### src/rtl/ifu_prefetch_if.sv
// Signal bundle joining the instruction prefetcher to its redirect source,
// its instruction consumer and its memory port.
interface ifu_prefetch_if #(
  parameter int unsigned ADDR_WIDTH = 32
);
  logic                  ioRedirect_valid;
  logic [63:0]           ioRedirect_npc;
  logic                  ioRedirect_ready;

  logic                  ioIFU_valid;
  logic                  ioIFU_ready;
  logic [31:0]           ioIFU_inst;
  logic [63:0]           ioIFU_pc;
  logic [63:0]           ioIFU_pc4;

  logic                  ioMem_ren;
  logic [ADDR_WIDTH-1:0] ioMem_addr;
  logic [63:0]           ioMem_rData;
  logic                  ioMem_rvalid;
  logic                  ioMem_wen;
  logic [7:0]            ioMem_wMask;
  logic [63:0]           ioMem_wData;

  // Prefetcher side
  modport master (
    input  ioRedirect_valid,
    input  ioRedirect_npc,
    output ioRedirect_ready,
    output ioIFU_valid,
    input  ioIFU_ready,
    output ioIFU_inst,
    output ioIFU_pc,
    output ioIFU_pc4,
    output ioMem_ren,
    output ioMem_addr,
    input  ioMem_rData,
    input  ioMem_rvalid,
    output ioMem_wen,
    output ioMem_wMask,
    output ioMem_wData
  );

  // Environment side: redirect source, consumer and memory
  modport slave (
    output ioRedirect_valid,
    output ioRedirect_npc,
    input  ioRedirect_ready,
    input  ioIFU_valid,
    output ioIFU_ready,
    input  ioIFU_inst,
    input  ioIFU_pc,
    input  ioIFU_pc4,
    input  ioMem_ren,
    input  ioMem_addr,
    output ioMem_rData,
    output ioMem_rvalid,
    input  ioMem_wen,
    input  ioMem_wMask,
    input  ioMem_wData
  );
endinterface

### src/rtl/ifu_prefetch.sv
// Instruction prefetcher: issues one sequential read at a time, queues the
// selected 32-bit word with its pc, and flushes on redirect.
module ifu_prefetch #(
  parameter logic [63:0] RESET_PC    = 64'h8000_0000,
  parameter int unsigned FIFO_DEPTH  = 4,
  parameter int unsigned START_DELAY = 10,
  parameter int unsigned ADDR_WIDTH  = 32
) (
  input  logic           clock,
  input  logic           reset,
  ifu_prefetch_if.master bus
);

  localparam int unsigned PTR_W     = (FIFO_DEPTH > 1) ? $clog2(FIFO_DEPTH) : 1;
  localparam int unsigned CNT_W     = PTR_W + 1;
  localparam int unsigned BOOT_W    = (START_DELAY > 1) ? $clog2(START_DELAY) : 1;
  localparam int unsigned BOOT_LAST = (START_DELAY > 0) ? START_DELAY - 1 : 0;

  typedef enum logic [1:0] {
    S_BOOT  = 2'd0,
    S_FETCH = 2'd1,
    S_WAIT  = 2'd2,
    S_DRAIN = 2'd3
  } state_e;

  typedef struct packed {
    logic [63:0] pc;
    logic [31:0] inst;
  } q_entry_t;

  state_e            state_q;
  state_e            state_d;
  logic [BOOT_W-1:0] boot_cnt;
  logic [63:0]       fetch_pc;
  logic [63:0]       req_pc;

  q_entry_t          queue_q [FIFO_DEPTH];
  logic [PTR_W-1:0]  rd_ptr;
  logic [PTR_W-1:0]  wr_ptr;
  logic [CNT_W-1:0]  count;

  logic              redirect_c;
  logic              boot_done_c;
  logic              q_full_c;
  logic              mem_ren_c;
  logic              push_c;
  logic              pop_c;
  logic              ifu_valid_c;
  q_entry_t          push_entry_c;
  q_entry_t          head_c;

  assign redirect_c  = bus.ioRedirect_valid;
  assign boot_done_c = (START_DELAY == 0) || (boot_cnt == BOOT_W'(BOOT_LAST));
  assign q_full_c    = (count == CNT_W'(FIFO_DEPTH));
  assign ifu_valid_c = (count != '0) && !redirect_c;
  assign pop_c       = ifu_valid_c && bus.ioIFU_ready;

  // The word inside the returned doubleword is chosen by pc bit 2
  assign push_entry_c.pc   = req_pc;
  assign push_entry_c.inst = req_pc[2] ? bus.ioMem_rData[63:32] : bus.ioMem_rData[31:0];

  // State register
  always_ff @(posedge clock) begin
    if (reset) begin
      state_q <= S_BOOT;
    end else begin
      state_q <= state_d;
    end
  end

  // Next-state logic
  always_comb begin
    state_d = state_q;
    case (state_q)
      S_BOOT: begin
        if (redirect_c || boot_done_c) begin
          state_d = S_FETCH;
        end
      end
      S_FETCH: begin
        if (!redirect_c && !q_full_c) begin
          state_d = S_WAIT;
        end
      end
      S_WAIT: begin
        if (bus.ioMem_rvalid) begin
          state_d = S_FETCH;
        end else if (redirect_c) begin
          state_d = S_DRAIN;
        end
      end
      S_DRAIN: begin
        if (bus.ioMem_rvalid) begin
          state_d = S_FETCH;
        end
      end
      default: state_d = S_BOOT;
    endcase
  end

  // Output logic: issue strobe and queue push
  always_comb begin
    mem_ren_c = 1'b0;
    push_c    = 1'b0;
    case (state_q)
      S_FETCH: mem_ren_c = !q_full_c && !redirect_c;
      S_WAIT:  push_c    = bus.ioMem_rvalid && !redirect_c;
      default: ;
    endcase
  end

  // Boot counter, fetch pc, outstanding request pc, queue pointers and count
  always_ff @(posedge clock) begin
    if (reset) begin
      boot_cnt <= '0;
      fetch_pc <= RESET_PC;
      req_pc   <= '0;
      rd_ptr   <= '0;
      wr_ptr   <= '0;
      count    <= '0;
    end else begin
      if ((state_q == S_BOOT) && !boot_done_c) begin
        boot_cnt <= boot_cnt + BOOT_W'(1);
      end
      if (redirect_c) begin
        fetch_pc <= bus.ioRedirect_npc & ~64'd3;
        rd_ptr   <= '0;
        wr_ptr   <= '0;
        count    <= '0;
      end else begin
        if (mem_ren_c) begin
          fetch_pc <= fetch_pc + 64'd4;
          req_pc   <= fetch_pc;
        end
        if (push_c) begin
          wr_ptr <= wr_ptr + PTR_W'(1);
        end
        if (pop_c) begin
          rd_ptr <= rd_ptr + PTR_W'(1);
        end
        case ({push_c, pop_c})
          2'b10:   count <= count + CNT_W'(1);
          2'b01:   count <= count - CNT_W'(1);
          default: ;
        endcase
      end
    end
  end

  // Queue storage; contents are only meaningful below the count
  always_ff @(posedge clock) begin
    if (push_c) begin
      queue_q[wr_ptr] <= push_entry_c;
    end
  end

  assign head_c = queue_q[rd_ptr];

  assign bus.ioRedirect_ready = 1'b1;
  assign bus.ioIFU_valid      = ifu_valid_c;
  assign bus.ioIFU_inst       = head_c.inst;
  assign bus.ioIFU_pc         = head_c.pc;
  assign bus.ioIFU_pc4        = head_c.pc + 64'd4;
  assign bus.ioMem_ren        = mem_ren_c;
  assign bus.ioMem_addr       = {fetch_pc[ADDR_WIDTH-1:3], 3'b000};
  assign bus.ioMem_wen        = 1'b0;
  assign bus.ioMem_wMask      = 8'd0;
  assign bus.ioMem_wData      = 64'd0;

endmodule

### src/flat_wrapper.sv
// flat-port wrapper written by rule: the top's interface ports become plain ports
module ifu_prefetch_flat 
#(
  parameter logic [63:0] RESET_PC    = 64'h8000_0000,
  parameter int unsigned FIFO_DEPTH  = 4,
  parameter int unsigned START_DELAY = 10,
  parameter int unsigned ADDR_WIDTH  = 32
)
  (clock, reset, bus_ioRedirect_valid, bus_ioRedirect_npc, bus_ioRedirect_ready, bus_ioIFU_valid, bus_ioIFU_ready, bus_ioIFU_inst, bus_ioIFU_pc, bus_ioIFU_pc4, bus_ioMem_ren, bus_ioMem_addr, bus_ioMem_rData, bus_ioMem_rvalid, bus_ioMem_wen, bus_ioMem_wMask, bus_ioMem_wData);
  ifu_prefetch_if #(.ADDR_WIDTH(ADDR_WIDTH)) bus_i ();
  input  logic clock;
  input  logic reset;
  input wire logic [$bits(bus_i.ioRedirect_valid)-1:0] bus_ioRedirect_valid;
  input wire logic [$bits(bus_i.ioRedirect_npc)-1:0] bus_ioRedirect_npc;
  output wire logic [$bits(bus_i.ioRedirect_ready)-1:0] bus_ioRedirect_ready;
  output wire logic [$bits(bus_i.ioIFU_valid)-1:0] bus_ioIFU_valid;
  input wire logic [$bits(bus_i.ioIFU_ready)-1:0] bus_ioIFU_ready;
  output wire logic [$bits(bus_i.ioIFU_inst)-1:0] bus_ioIFU_inst;
  output wire logic [$bits(bus_i.ioIFU_pc)-1:0] bus_ioIFU_pc;
  output wire logic [$bits(bus_i.ioIFU_pc4)-1:0] bus_ioIFU_pc4;
  output wire logic [$bits(bus_i.ioMem_ren)-1:0] bus_ioMem_ren;
  output wire logic [$bits(bus_i.ioMem_addr)-1:0] bus_ioMem_addr;
  input wire logic [$bits(bus_i.ioMem_rData)-1:0] bus_ioMem_rData;
  input wire logic [$bits(bus_i.ioMem_rvalid)-1:0] bus_ioMem_rvalid;
  output wire logic [$bits(bus_i.ioMem_wen)-1:0] bus_ioMem_wen;
  output wire logic [$bits(bus_i.ioMem_wMask)-1:0] bus_ioMem_wMask;
  output wire logic [$bits(bus_i.ioMem_wData)-1:0] bus_ioMem_wData;
  assign bus_i.ioRedirect_valid = bus_ioRedirect_valid;
  assign bus_i.ioRedirect_npc = bus_ioRedirect_npc;
  assign bus_ioRedirect_ready = bus_i.ioRedirect_ready;
  assign bus_ioIFU_valid = bus_i.ioIFU_valid;
  assign bus_i.ioIFU_ready = bus_ioIFU_ready;
  assign bus_ioIFU_inst = bus_i.ioIFU_inst;
  assign bus_ioIFU_pc = bus_i.ioIFU_pc;
  assign bus_ioIFU_pc4 = bus_i.ioIFU_pc4;
  assign bus_ioMem_ren = bus_i.ioMem_ren;
  assign bus_ioMem_addr = bus_i.ioMem_addr;
  assign bus_i.ioMem_rData = bus_ioMem_rData;
  assign bus_i.ioMem_rvalid = bus_ioMem_rvalid;
  assign bus_ioMem_wen = bus_i.ioMem_wen;
  assign bus_ioMem_wMask = bus_i.ioMem_wMask;
  assign bus_ioMem_wData = bus_i.ioMem_wData;
  ifu_prefetch #(.RESET_PC(RESET_PC), .FIFO_DEPTH(FIFO_DEPTH), .START_DELAY(START_DELAY), .ADDR_WIDTH(ADDR_WIDTH)) u_core (.clock(clock), .reset(reset), .bus(bus_i));
endmodule
### config.mk
export PLATFORM = sky130hd
export DESIGN_NAME = ifu_prefetch_flat
export DESIGN_NICKNAME = d
export VERILOG_FILES = /design/src/rtl/ifu_prefetch_if.sv /design/src/rtl/ifu_prefetch.sv /design/src/flat_wrapper.sv
export SDC_FILE = /design/constraint.sdc
export NUM_CORES = 1
export LEC_CHECK = 0
export CAP_MARGIN = 20
export CORE_UTILIZATION = 29
export CTS_CLUSTER_DIAMETER = 120
export DETAILED_ROUTE_END_ITERATION = 10
export GPL_TIMING_DRIVEN = 0
export PLACE_DENSITY = 0.5
export SLEW_MARGIN = 20
export SYNTH_ARGS = -nofsm -noshare
export SYNTH_HDL_FRONTEND = slang
export SYNTH_SLANG_ARGS = --single-unit
### constraint.sdc
create_clock -name clock -period 4.15 [get_ports clock]
set_input_delay 1.245 -clock clock [delete_from_list [all_inputs] [get_ports clock]]
set_output_delay 1.245 -clock clock [all_outputs]
set_load 0.005 [all_outputs]
==> impl_metrics.sql, run 1 <==
INSERT INTO impl_metrics (metric_group, metric, value, unit) VALUES
('status', 'failed_checks', 'negative setup slack', ''),
('timing', 'finalCriticalPeriod', '4.52', 'ns'),
('timing', 'rsz0062_at_grt', 'true', ''),
('route', 'post_drt_via_cell_ratio', '4.55', ''),
('global_routing', 'first_global_vias', '15500', ''),
('status', 'status', 'finished, violations left', ''),
('placed_design', 'portBuffers', '316', ''),
('cts', 'cts_made_buffers', '56', ''),
('worst_setup_path', 'worst_r2r_src', 'u_core.fetch_pc[10]', ''),
('power_and_ir_drop', 'power.net_switching', '2.50', 'mW'),
('yosys', 'synth_top_flop_cell', 'edfxtp_1', ''),
('floorplan', 'initial_core_util', '29.4', '%'),
('power_and_ir_drop', 'seq_power_share', '49.9', '%'),
('route', 'drt_wl_total', '69200', 'microns'),
('timing', 'worst_clock_skew', '0.0248', 'ns'),
('route', 'dr.pass1.iters', '5', ''),
('placed_design', 'place_ws', '-1.23', 'ns'),
('route', 'ant_nets', '0', ''),
('job', 'drv.max_cap_violation_count', '0', ''),
('cells_and_area', 'multi_input_gate_area_in_the_final_layout', '8170', 'sq um'),
('worst_setup_path', 'cp.required', '2.90', 'ns'),
('cts', 'clock_sinks', '515', ''),
('cts', 'clock_tree_from_tritoncts', 'done', ''),
('worst_setup_path', 'timing.reg2reg.worst_path_depth', '6', ''),
('cts', 'worst_setup_hold_path_clk_slew', '0.06', 'ns'),
('cells_and_area', 'layout.cells.most_common', 'edfxtp_1', ''),
('yosys', 'syn_area', '22800', 'sq um'),
('yosys', 'syn_inst', '1657', ''),
('worst_setup_path', 'critPathKind', 'reg -> out', ''),
('worst_setup_path', 'crit_path_dat', '3.28', 'ns'),
('worst_setup_path', 'cp_max_fo', '5', ''),
('placed_design', 'place.gp.congestion', '0.843', ''),
('timing', 'worstMarginPinSlew', '1.02', 'ns'),
('global_routing', 'grt_pass1_wl', '100000', 'microns'),
('timing', 'maxSlewViolCount', '0', ''),
('power_and_ir_drop', 'power_switching_share', '21.9', '%'),
('yosys', 'async_flop_share', '0', '%'),
('power_and_ir_drop', 'power.static_leakage', '11.4', 'nW'),
('cts', 'cts_hold_buffers', '0', ''),
('cells_and_area', 'finalNetCount', '2387', ''),
('worst_setup_path', 'worstPathCellList', 'buf_12 -> buf_12 -> buf_16 -> mux4_2 -> nand4_4 -> nor4_4 -> buf_4 -> buf_6 -> nand4_1 -> buf_6 -> nor3_4 -> xor2_1 -> buf_2', ''),
('yosys', 'synth-seq-cells', '515', ''),
('power_and_ir_drop', 'p_int', '8.91', 'mW'),
('worst_setup_path', 'r2r_setup_slack', '1.14', 'ns'),
('yosys', 'number_of_flops_mapped_to_enable_cells_by_yosys', '376', ''),
('yosys', 'synthesis_warnings', '0', ''),
('floorplan', 'ios', '401', ''),
('timing', 'finalSetupViolCount', '43', ''),
('worst_setup_path', 'critical_path.n_buffers_inverters', '7', ''),
('power_and_ir_drop', 'power-per-cell-area', '363', 'nW/um^2'),
('yosys', 'synthesis.area_per_instance', '13.8', 'sq um'),
('yosys', 'synthTopCellsByArea', 'edfxtp_1, dfxtp_1, mux4_2', ''),
('cts', 'clock_latency_late_sink', '0.61', 'ns'),
('route', 'detail_route.wl_per_cell', '20.8', 'microns'),
('timing', 'post-route-worst-setup-slack', '-0.374', 'ns'),
('floorplan', 'floorplan.die_area', '79800', 'sq um'),
('worst_setup_path', 'critical_path.startpoint_type', 'flip-flop', ''),
('worst_setup_path', 'critPathTopFamily', 'buffers and inverters', ''),
('power_and_ir_drop', 'peak_supply_drop', '0.000295', 'V'),
('floorplan', 'fp-row-count', '102', ''),
('yosys', 'synth.top_cell.area_share', '49.5', '%'),
('floorplan', 'design.core.area', '77600', 'sq um'),
('worst_setup_path', 'r2r_end', 'u_core.fetch_pc[53]', ''),
('cts', 'clock_tree.htree_level_count', '2', ''),
('worst_setup_path', 'slowest_stage', 'mux4_2', ''),
('timing', 'finalCritPeriodShare', '109', '%'),
('global_routing', 'grt_start_max_net_pins', '42', ''),
('cells_and_area', 'insertedDiodeCount', '0', ''),
('power_and_ir_drop', 'clock_power_share', '44.5', '%'),
('global_routing', 'grt_antenna_before_repair', '1', ''),
('yosys', 'synth_largest_area_cell', 'edfxtp_1', '');
==> stage by stage <==
stage	hold WS, ns	utilization (%)	instance area [sq um]	std cells	TNS, ns
5_1_grt	0.521	40.5	31400	3323	-16.60
4_1_cts	0.486	39.8	30900	3289	-14.41
6_report	0.482	40.5	31400	3323	-9.36
3_3_place_gp	0.470	35.5	27600	3092	-424.73
3_5_place_dp	0.477	35.8	27800	3100	-46.19
2_1_floorplan	0.444	-	23100	1736	0
==> cell usage after synthesis (all sizes together) (2+ instances only) <==
cell,instances
clkbuf,51
and3,7
or3,7
nand2b,2
nor2b,2
buf,135
conb,2
or4,7
a311oi,3
o31ai,2
nand3,50
a21oi,91
and4,7
or2,4
nor3b,2
edfxtp,376
nand2,209
clkinv,3
o21a,3
xor2,61
nor4,23
nor3,34
or4b,2
mux4,92
o31a,2
nor2,90
a211oi,36
mux2i,5
and2,12
o21ai,6
mux2,38
nand4,40
xnor2,55
inv,33
dfxtp,139
ha,14
o311ai,2
==> registers in the layout, summed over array words and instances, names as in the netlist, named ones only <==
register	flops
u_core.boot_cnt	4
u_core.state_q	2
u_core.fetch_pc	62
u_core.req_pc	62
u_core.count	3
u_core.rd_ptr	2
u_core.queue_q	376
u_core.wr_ptr	2
==> metal layers <==
layer	GRT usage, %	vias up	wire (microns)
met1	21.2	7544	29100
li1	-	7131	-
met4	4.26	0	1550
met2	29.8	363	34700
met5	0	-	0
met3	3.47	87	3820
==> tightest hold or removal path: cells and delay by family (launching register included) <==
kind            cells  cell delay (ns)
compound gates      1             0.05
simple gates        1             0.06
flops               1             0.33
==> power by group through the flow <==
stage | Sequential, mW | Combinational [mW] | Clock [mW]
2_1_floorplan | 5.75 | 0.346 | 0
3_3_place_gp | 5.79 | 0.622 | 0
3_5_place_dp | 5.80 | 0.634 | 0
4_1_cts | 5.69 | 0.645 | 5.20
5_1_grt | 5.69 | 0.701 | 5.41
6_report | 5.69 | 0.642 | 5.08
==> worst min-delay path by stage <==
stage | start | endpoint | slack, ns | cells past startpoint
6_report | u_core.fetch_pc[63] | u_core.req_pc[63] | 0.48 | 2
3_5_place_dp | u_core.fetch_pc[63] | u_core.req_pc[63] | 0.48 | 2
5_1_grt | u_core.fetch_pc[50] | u_core.req_pc[50] | 0.52 | 2
3_3_place_gp | u_core.fetch_pc[63] | u_core.req_pc[63] | 0.47 | 2
4_1_cts | u_core.fetch_pc[63] | u_core.req_pc[63] | 0.49 | 2
2_1_floorplan | u_core.fetch_pc[63] | u_core.req_pc[63] | 0.44 | 2
==> kinds of logic after synthesis <==
| logic type | count (synthesis) | synth area share (%) |
|---|---|---|
| compound gates | 151 | 3.98 |
| simple gates | 501 | 11.4 |
| other cells | 2 | 0.0329 |
| buf+inv | 222 | 6.04 |
| fa+ha+maj | 15 | 0.856 |
| mux | 135 | 11.5 |
| flops | 515 | 61.7 |
| xor+xnor | 116 | 4.45 |
==> final cells by class <==
| type | count | area share, % |
|---|---|---|
| flip-flops and latches | 515 | 44.9 |
| multi-input cells | 999 | 26.0 |
| repair buffers | 448 | 14.1 |
| clock buffers | 69 | 4.78 |
| plain buffers | 183 | 4.42 |
| well taps | 1040 | 4.14 |
| clock inverters | 33 | 1.18 |
| inverters | 36 | 0.474 |
==> what timing repair did <==
item                                    in CTS  in global routing
endpoints found under the setup margin      99                 79
setup buffers                               83                 34
gates resized for setup                    361                 91
pin swaps                                   45                 41
cloned                                       6                  2
Note: power is estimated with default switching activity, not from simulation.
==> run 2, diff against run 1 <==
Settings changed: SLEW_MARGIN 20 to default.
==> run 2 against run 1 <==
Effect of this change: the flow still finishes with violations (negative setup slack); via count grew 0.93%; die area is the same; global-route usage grew 0.084 points; final cell count grew 0.39%; count of clock-buffer cells in the layout shrank 3; register-to-register slack gained 0.03 ns; largest power group unchanged; largest cell class unchanged; highest routed layer is now met5.
==> impl_metrics.sql, run 2 (synthesized netlist as in run 1, its figures left out) <==
INSERT INTO impl_metrics (metric_group, metric, value, unit) VALUES
('status', 'status', 'finished, violations left', ''),
('status', 'failed_checks', 'negative setup slack', ''),
('worst_setup_path', 'crit_path_capture_type', 'output port', ''),
('route', 'detail_route.wl_per_cell', '20.7', 'microns'),
('cts', 'clock_tree.htree_level_count', '2', ''),
('cells_and_area', 'finalNetCount', '2399', ''),
('floorplan', 'fp-row-count', '102', ''),
('worst_setup_path', 'timing.critical_path.mode_cell', 'buf_4', ''),
('min_path', 'hold_path_class', 'reg -> reg', ''),
('cts', 'bufs_on_longest_clock_path', '3', ''),
('power_and_ir_drop', 'power.static_leakage', '11.4', 'nW'),
('timing', 'fin_hold_ws', '0.465', 'ns'),
('timing', 'finalCriticalPeriod', '4.52', 'ns'),
('cells_and_area', 'fillCellCount', '7385', ''),
('placed_design', 'place.gp.congestion', '0.843', ''),
('global_routing', 'grt_pass1_wl', '101000', 'microns'),
('route', 'post_drt_via_cell_ratio', '4.58', ''),
('timing', 'finalSetupViolCount', '44', ''),
('worst_setup_path', 'critPathTopFamily', 'buffers and inverters', ''),
('worst_setup_path', 'crit_path_dat', '3.27', 'ns'),
('floorplan', 'design.core.area', '77600', 'sq um'),
('timing', 'finalCritPeriodShare', '109', '%'),
('cells_and_area', 'layout.cells.most_common', 'edfxtp_1', ''),
('min_path', 'min_to', 'u_core.req_pc[63]', ''),
('global_routing', 'grt_antenna_before_repair', '1', ''),
('cells_and_area', 'reg_top3', 'u_core.queue_q: 376 flops, u_core.fetch_pc: 62 flops, u_core.req_pc: 62 flops', ''),
('worst_setup_path', 'r2r_setup_slack', '1.17', 'ns'),
('job', 'drv.max_cap_violation_count', '0', ''),
('power_and_ir_drop', 'power-per-cell-area', '363', 'nW/um^2'),
('placed_design', 'dp_hpwl', '48700', 'microns'),
('cells_and_area', 'multi_input_gate_area_in_the_final_layout', '8190', 'sq um'),
('cells_and_area', 'top_register', 'u_core.queue_q', ''),
('route', 'drt_wl_total', '69000', 'microns'),
('worst_setup_path', 'critical_path.startpoint_type', 'flip-flop', ''),
('floorplan', 'ios', '401', ''),
('route', 'ant_nets', '0', ''),
('cts', 'worst_setup_hold_path_clk_slew', '0.06', 'ns'),
('route', 'detailroute.via_count', '15300', ''),
('worst_setup_path', 'timing.reg2reg.worst_path_depth', '6', ''),
('cts', 'clock_tree_from_tritoncts', 'done', ''),
('placed_design', 'portBuffers', '316', ''),
('worst_setup_path', 'slowest_delay', '0.40', 'ns'),
('global_routing', 'grt_use_total', '17.1', '%'),
('cells_and_area', 'flip_flop_count_of_the_largest_register_after_layout', '376', ''),
('timing', 'fmax', '0.221', 'GHz'),
('worst_setup_path', 'r2r_end', 'u_core.fetch_pc[53]', ''),
('cts', 'clock_sinks', '515', ''),
('floorplan', 'die_w', '282', 'microns'),
('min_path', 'hold_path.startpoint', 'u_core.fetch_pc[63]', ''),
('worst_setup_path', 'worstPathCellList', 'buf_12 -> bufbuf_16 -> mux4_2 -> nand4_4 -> nor4_4 -> buf_4 -> nand4_4 -> buf_4 -> buf_4 -> nor3_4 -> xor2_1 -> buf_2', ''),
('cells_and_area', 'layout.cells.most_common_list', 'edfxtp_1, clkdlybuf4s50_1, nand2_1', ''),
('cts', 'clock_root_buffer', 'clkbuf_16', ''),
('global_routing', 'grt_overflow_total', '0', ''),
('floorplan', 'floorplan.die_area', '79800', 'sq um'),
('worst_setup_path', 'cp_max_fo', '9', ''),
('cells_and_area', 'register_area', '14100', 'sq um'),
('cells_and_area', 'fraction_of_final_layout_cells_sized_beyond_drive_strength_1', '28.6', '%'),
('timing', 'worstMarginPinSlew', '1.01', 'ns'),
('placed_design', 'place_ws', '-1.25', 'ns'),
('cts', 'clock_latency_late_sink', '0.60', 'ns'),
('worst_setup_path', 'critical_path_depth_in_cells', '12', ''),
('min_path', 'number_of_cells_on_the_worst_hold_path', '2', ''),
('timing', 'slew-limit-headroom', '32.4', '%'),
('timing', 'maxSlewViolCount', '0', ''),
('worst_setup_path', 'worst_r2r_src', 'u_core.fetch_pc[10]', ''),
('worst_setup_path', 'slowest_stage', 'mux4_2', ''),
('timing', 'worst_clock_skew', '0.0152', 'ns'),
('cells_and_area', 'insertedDiodeCount', '0', ''),
('floorplan', 'height_of_the_die', '282', 'microns'),
('timing', 'timing_hold_violations_final', '0', ''),
('cts', 'cts_hold_buffers', '0', ''),
('floorplan', 'initial_core_util', '29.4', '%'),
('route', 'dr.first_iter.drc_count', '808', ''),
('global_routing', 'grt_start_max_net_pins', '54', ''),
('worst_setup_path', 'cp.required', '2.90', 'ns'),
('worst_setup_path', 'critPathKind', 'reg -> out', ''),
('timing', 'rsz0062_at_grt', 'true', ''),
('worst_setup_path', 'critical_path.n_buffers_inverters', '6', ''),
('route', 'dr.pass1.iters', '5', ''),
('cts', 'cts_made_buffers', '54', ''),
('timing', 'post-route-worst-setup-slack', '-0.367', 'ns'),
('power_and_ir_drop', 'peak_supply_drop', '0.000336', 'V'),
('global_routing', 'first_global_vias', '15700', ''),
('cells_and_area', 'synthToLayoutAreaGrowth', '37.8', '%'),
('route', 'remaining_drc_errors', '0', '');
-- run 2: final cells by class --
type | instances | share of cell area (%)
buffer | 184 | 4.43
clock buffer | 66 | 4.64
clock inverter | 35 | 1.32
inverter | 36 | 0.470
multi-input combinational | 999 | 26.0
sequential | 515 | 44.8
tap | 1040 | 4.14
timing repair buffer | 461 | 14.2
-- run 2: tightest hold or removal path, delay by kind of cell (launching register included) --
family / cells / cell delay [ns]
compound gates: 1 / 0.05
simple gates: 1 / 0.06
flops: 1 / 0.32
-- run 2: worst max path at each step --
| stage | slack [ns] | end | start |
|---|---|---|---|
| finish | -0.37 | bus_ioIFU_pc4[60] | flip-flop |
| global route | -0.49 | bus_ioIFU_pc4[59] | flip-flop |
| CTS | -0.51 | bus_ioIFU_pc4[44] | flip-flop |
| detailed placement | -1.25 | bus_ioIFU_pc4[44] | flip-flop |
| global placement | -1.15 | bus_ioIFU_pc4[44] | flip-flop |
| floorplan | 0.55 | bus_ioIFU_pc4[44] | flip-flop |
-- run 2: timing repair --
action	CTS	global route
endpoints found under the setup margin	98	67
setup buffers	119	13
gates cloned	5	1
resized for setup	447	44
pin swaps	72	25
-- run 2: through the flow --
step	total power [mW]	instances	instance area [sq um]	TNS (ns)	util, %
after floorplan	6.09	1736	23100	0	-
after global placement	6.41	3092	27600	-424.73	35.5
after detailed placement	6.43	3099	27800	-45.62	35.8
after CTS	11.5	3322	31300	-14.25	40.3
after global routing	11.8	3336	31400	-14.86	40.5
final	11.4	3336	31400	-9.09	40.5
-- run 2: power by group --
part	switching, mW	internal (mW)	leakage (nW)	total (mW)
combinational	0.311	0.332	5.89	0.643
sequential	0.114	5.57	4.58	5.69
clock	2.03	3.06	0.901	5.10
-- run 2: routing by layer --
layer,track usage (%),part of all wire (%),vias up
li1,-,-,7152
met1,21.7,43,7650
met2,29.7,50,373
met3,3.03,4.9,89
met4,4.50,2.4,2
met5,0,0.019,-
